[config.mk]
export PLATFORM = sky130hd
export DESIGN_NAME = alu_issue
export DESIGN_NICKNAME = d
export VERILOG_FILES = /design/src/rtl/alu_issue_pkg.sv /design/src/rtl/alu_issue_reg_file.sv /design/src/rtl/alu_issue.sv
export SDC_FILE = /design/constraint.sdc
export NUM_CORES = 1
export LEC_CHECK = 0
export ABC_AREA = 1
export CORE_MARGIN = 2
export CORE_UTILIZATION = 50
export DETAILED_ROUTE_END_ITERATION = 7
export GPL_TIMING_DRIVEN = 0
export HOLD_SLACK_MARGIN = 0.03
export PLACE_DENSITY = 0.75
export SYNTH_ARGS = -nofsm -noshare
export SYNTH_HDL_FRONTEND = slang
export SYNTH_HIERARCHICAL = 1
export SYNTH_SLANG_ARGS = --single-unit
[constraint.sdc]
create_clock -name clk -period 1.49 [get_ports clk]
set_input_delay 0.298 -clock clk [delete_from_list [all_inputs] [get_ports clk]]
set_output_delay 0.298 -clock clk [all_outputs]
set_load 0.01 [all_outputs]
[src/rtl/alu_issue_pkg.sv]
// Shared definitions for the ALU issue slice: datapath sizing, opcodes and
// the issue FSM state encoding.
package alu_issue_pkg;

  localparam int DW   = 8;
  localparam int NREG = 8;

  localparam logic [2:0] ALU_ADD = 3'b000;
  localparam logic [2:0] ALU_SUB = 3'b001;
  localparam logic [2:0] ALU_AND = 3'b010;
  localparam logic [2:0] ALU_OR  = 3'b011;
  localparam logic [2:0] ALU_XOR = 3'b100;
  localparam logic [2:0] ALU_SHL = 3'b101;
  localparam logic [2:0] ALU_SHR = 3'b110;
  localparam logic [2:0] ALU_CMP = 3'b111;

  typedef enum logic [1:0] {
    IDLE = 2'd0,
    READ = 2'd1,
    EXEC = 2'd2,
    WB   = 2'd3
  } state_t;

endpackage

[src/rtl/alu_issue_reg_file.sv]
// Register file for alu_issue: NREG x DW storage, two combinational operand
// read ports, one combinational debug port and one synchronous write port.
module reg_file #(
  parameter int DW   = alu_issue_pkg::DW,
  parameter int NREG = alu_issue_pkg::NREG,
  localparam int AW  = $clog2(NREG)
) (
  input  logic          clk,
  input  logic          reset,
  input  logic [AW-1:0] ra_addr,
  output logic [DW-1:0] ra_data,
  input  logic [AW-1:0] rb_addr,
  output logic [DW-1:0] rb_data,
  input  logic [AW-1:0] dbg_addr,
  output logic [DW-1:0] dbg_data,
  input  logic          we,
  input  logic [AW-1:0] wa,
  input  logic [DW-1:0] wd
);
  import alu_issue_pkg::*;

  logic [DW-1:0] r_mem [NREG];

  // Reset must clear every entry, so storage is flops rather than block RAM.
  always_ff @(posedge clk) begin
    if (reset) begin
      for (int i = 0; i < NREG; i++) begin
        r_mem[i] <= '0;
      end
    end else if (we) begin
      r_mem[wa] <= wd;
    end
  end

  assign ra_data  = r_mem[ra_addr];
  assign rb_data  = r_mem[rb_addr];
  assign dbg_data = r_mem[dbg_addr];

endmodule

[src/rtl/alu_issue.sv]
// Four-state issue stage: latches one instruction, reads operands, drives an
// external combinational ALU and writes the result back one cycle later.
module alu_issue #(
  parameter int DW   = alu_issue_pkg::DW,
  parameter int NREG = alu_issue_pkg::NREG,
  localparam int AW  = $clog2(NREG)
) (
  input  logic          clk,
  input  logic          reset,
  input  logic          in_valid,
  output logic          in_ready,
  input  logic [2:0]    in_op,
  input  logic [AW-1:0] in_rd,
  input  logic [AW-1:0] in_rs,
  input  logic          in_imm_en,
  input  logic [DW-1:0] in_imm,
  output logic [2:0]    alu_op,
  output logic [DW-1:0] r0,
  output logic [DW-1:0] r1,
  input  logic [DW-1:0] alu_result,
  input  logic          alu_done,
  output logic          retire_valid,
  output logic [AW-1:0] retire_rd,
  output logic [DW-1:0] retire_data,
  output logic          zero_flag,
  input  logic [AW-1:0] dbg_addr,
  output logic [DW-1:0] dbg_data
);
  import alu_issue_pkg::*;

  state_t        r_state;
  logic [AW-1:0] r_rs;
  logic          r_imm_en;
  logic [DW-1:0] r_imm;
  logic [DW-1:0] w_rd_data;
  logic [DW-1:0] w_rs_data;
  logic          w_we;

  assign in_ready = (r_state == IDLE);
  assign w_we     = (r_state == WB);

  reg_file #(.DW(DW), .NREG(NREG)) u_reg_file (
    .clk      (clk),
    .reset    (reset),
    .ra_addr  (retire_rd),
    .ra_data  (w_rd_data),
    .rb_addr  (r_rs),
    .rb_data  (w_rs_data),
    .dbg_addr (dbg_addr),
    .dbg_data (dbg_data),
    .we       (w_we),
    .wa       (retire_rd),
    .wd       (retire_data)
  );

  // retire_rd doubles as the latched destination, so it is valid from READ on.
  always_ff @(posedge clk) begin
    if (reset) begin
      r_state      <= IDLE;
      r_rs         <= '0;
      r_imm_en     <= 1'b0;
      r_imm        <= '0;
      alu_op       <= '0;
      r0           <= '0;
      r1           <= '0;
      retire_valid <= 1'b0;
      retire_rd    <= '0;
      retire_data  <= '0;
      zero_flag    <= 1'b0;
    end else begin
      case (r_state)
        IDLE: begin
          if (in_valid) begin
            r_state   <= READ;
            alu_op    <= in_op;
            retire_rd <= in_rd;
            r_rs      <= in_rs;
            r_imm_en  <= in_imm_en;
            r_imm     <= in_imm;
          end
        end
        READ: begin
          r0      <= w_rd_data;
          r1      <= r_imm_en ? r_imm : w_rs_data;
          r_state <= EXEC;
        end
        EXEC: begin
          retire_data  <= alu_result;
          zero_flag    <= alu_done;
          retire_valid <= 1'b1;
          r_state      <= WB;
        end
        WB: begin
          retire_valid <= 1'b0;
          r_state      <= IDLE;
        end
        default: r_state <= IDLE;
      endcase
    end
  end

endmodule

==> reports/summary.txt <==
status: finished with violations
failing checks: setup timing
Setup crit end kind: primary output
synthesized flop and latch total: 110
final hold violations: 0
Final #Nets: 1079
CTS Sinks: 110
CTS tree: yes
vias after detailed routing: 6403
mux contribution to synthesized area: 0%
Worst setup SP type: flip-flop
peak supply drop: 857 µV
unrepaired setup endpoints after global routing: yes
Post-Synthesis Cells: 935
worst path bufs/invs: 2
Leakage: 4.01 nW
vias per cell: 5.27
HP Start: alu_op[1]$_SDFFE_PP0P_
R2R Setup Slk: 0.03 ns
Hold Crit Class: flip-flop to flip-flop
Clock Tree Buf Depth: 2
crit path cell chain: inv_2, nand2_1, nand3_1, nand2_1, nand2_1, nand2_1, buf_2
top cell type by total area after synthesis: edfxtp_1
clock skew: 0.0182 ns
I/O Buffers: 70
Post-Synth Adder-Cell Area: 1.36%
Clock Power Share: 22.9%
measured slew at the worst slew-check pin: 0.428 ns
final setup margin: -0.185 ns
CP Data Arrival Time: 1.38 ns
placed cell area: 7370 µm²
# H-tree levels: 3
Max Slew Vio Count: 0
vias in the first global route: 5687
Syn Nets: 975
Hold-fix buffers, CTS: 0
worst hold stages: 2
Internal Power: 6.55 mW
first-pass GRT wire length: 29800 µm
CP max stage cell: edfxtp_1
Sw Share: 37.9%
share of layout cells above drive strength 1: 18.1%
YS warnings: 6
FMAX: 597 MHz
Netlist Area Pre-Place: 6460 µm²
post-synth top area share: 29.8%
drt total wl: 19300 µm
setup TNS: -1.08 ns
post-synthesis xor/xnor area fraction: 0%
number of buffers created by CTS: 9
required time worst endpoint: 1.19 ns
Flop pwr share: 37.5%
DRC: 0
max cap viols: 0
insertion delay to the later sink of the worst-skew pair: 0.37 ns
post-DR wirelength/cell: 15.9 µm
# diodes: 0
antenna violations before repair: 0
Top-Level Pins: 74
post-synthesis sequential area ratio: 44.0%
DIE WIDTH: 118 µm
gpl congestion: 0.961
Worst path top cell family by delay: flip-flops
Netlist cell types: 18
Tmin final: 1.67 ns
Post-Layout Inst Area: 8030 µm²
CTS clk-pin slew, worst paths: 0.09 ns
P&R area growth vs syn: 24.4%
drt initial violations: 785
hold_ws: 0.461 ns
largest net degree at the start of global routing: 19
endpoints failing setup: 8
Worst R2R Path Depth: 12
clk root buf: clkbuf_16
post-DP HPWL: 13600 µm
remaining antenna violation count after routing: 0
row cnt: 41
largest stage delay on the critical path: 0.42 ns
NetSw: 4.00 mW
Initial Utilization: 51.2%
Synth Area in Simple Gates: 40.3%
Mean Syn Cell Area: 6.91 µm²
CP most frequent cell: nand2_1
pwr dens: 1310 nW/µm²
total grt overflow: 0
core box area: 12600 µm²
r2r startpoint: r_rs[0]$_SDFFE_PP0P_
FF-to-FF End: r1[7]$_SDFFE_PP0N_
critical path type: flip-flop to primary output
Logic pwr share: 39.6%
synth top area cells: edfxtp_1, nand2_1, dfxtp_1
Worst Hold Endpoint: alu_op[1]$_SDFFE_PP0P_
CP max FO: 3
largest family of logic cells by synthesized area: simple AND/OR/NAND/NOR gates
Die Height: 118 µm
total global routing track utilization: 27.3%
relative slew slack: 71.5%
die area: 13800 µm²
Compound-Gate Fraction of Synth Area: 2.71%
period utilization: 112%
drt pass-1 iters: 8
==> sequential cells by signal, summed over array words and instances (netlist names), 3 cells and up <==
register	count
r_imm	8
r_rs	3
retire_rd	3
u_reg_file/r_mem	64
retire_data	8
r0	8
r1	8
alu_op	3
==> cell type report <==
type	instances	area, µm²
fillers	1124	4590
multi-input cells	671	2980
flip-flops and latches	110	2860
repair buffers	94	838
plain buffers	47	424
inverters	106	413
clock buffers	9	225
well taps	172	215
clock inverters	7	72.6
==> power by group through the flow <==
stage | Clock [mW] | Combinational (mW) | Sequential, mW
after floorplan | 0 | 2.41 | 4.09
after global placement | 0 | 4.03 | 3.99
after detailed placement | 0 | 4.05 | 4.00
after CTS | 2.44 | 3.96 | 3.94
after global routing | 2.56 | 4.58 | 4.02
final | 2.42 | 4.18 | 3.95
==> tightest hold or removal path, stage by stage, from the launching register on <==
cell     delay, ns
dfxtp_1       0.31
nand2_1       0.06
a21oi_1       0.05
==> cells by family after synthesis <==
kind of cell    Yosys count
fa+ha+maj                 7
buf+inv                 154
simple gates            629
compound gates           35
flops                   110
==> how the worst max path moves through the flow <==
stage / startpoint / endpoint / slack (ns) / cells past startpoint
after floorplan: r_state[1]$_SDFFE_PP0P_ / u_reg_file/r_mem[1][0]$_SDFFCE_PN0P_ / -0.04 / 5
after global placement: reset / u_reg_file/r_mem[0][5]$_SDFFCE_PN0P_ / -0.58 / 6
after detailed placement: reset / u_reg_file/r_mem[0][5]$_SDFFCE_PN0P_ / -0.61 / 6
after CTS: u_reg_file/r_mem[5][1]$_SDFFCE_PN0P_ / dbg_data[1] / -0.14 / 7
after global routing: u_reg_file/r_mem[5][1]$_SDFFCE_PN0P_ / dbg_data[1] / -0.21 / 7
final: u_reg_file/r_mem[4][4]$_SDFFCE_PN0P_ / dbg_data[4] / -0.18 / 7
==> cell usage in the layout, fill, tap and decap left out, drive strengths merged <==
cell type / count
clkbuf: 13
nor2: 127
o21ai: 17
clkdlybuf4s50: 29
dlygate4sd2: 32
buf: 76
edfxtp: 64
dfxtp: 46
ha: 7
bufinv: 1
nand2: 378
clkinv: 3
a21oi: 18
inv: 107
clkinvlp: 2
nand3: 124
==> synthesized netlist by cell type <==
cell type,number
nand2_4,9
inv_1,98
buf_6,14
nor2_4,2
edfxtp_1,64
a21oi_1,18
buf_2,20
nor2_1,125
clkinv_1,1
dfxtp_1,46
buf_4,11
o21ai_0,17
nand3_1,124
ha_1,7
nand2_1,368
clkbuf_1,3
nand2_2,1
inv_2,7
==> through the flow <==
step	total power [mW]	cells	setup WS, ns	util, %
after floorplan	6.49	935	-0.0353	-
after global placement	8.02	1177	-0.576	58.4
after detailed placement	8.05	1177	-0.611	58.4
after CTS	10.3	1210	-0.138	62.0
after global routing	11.2	1216	-0.210	63.6
final	10.6	1216	-0.185	63.6
==> timing repair <==
| action | 4_1_cts | 5_1_grt |
|---|---|---|
| cloned | 0 | 1 |
| pin swaps | 21 | 7 |
| setup buffers | 17 | 6 |
| setup endpoints to repair | 114 | 80 |
| resized for setup | 135 | 52 |
==> metal layers <==
layer	GRT usage (%)	wire length [µm]	up-vias
li1	-	-	3105
met3	5.18	2400	61
met2	41.0	8400	398
met5	0	0	-
met4	11.5	713	0
met1	38.7	7830	2839
Note: power is estimated with default switching activity, not from simulation.
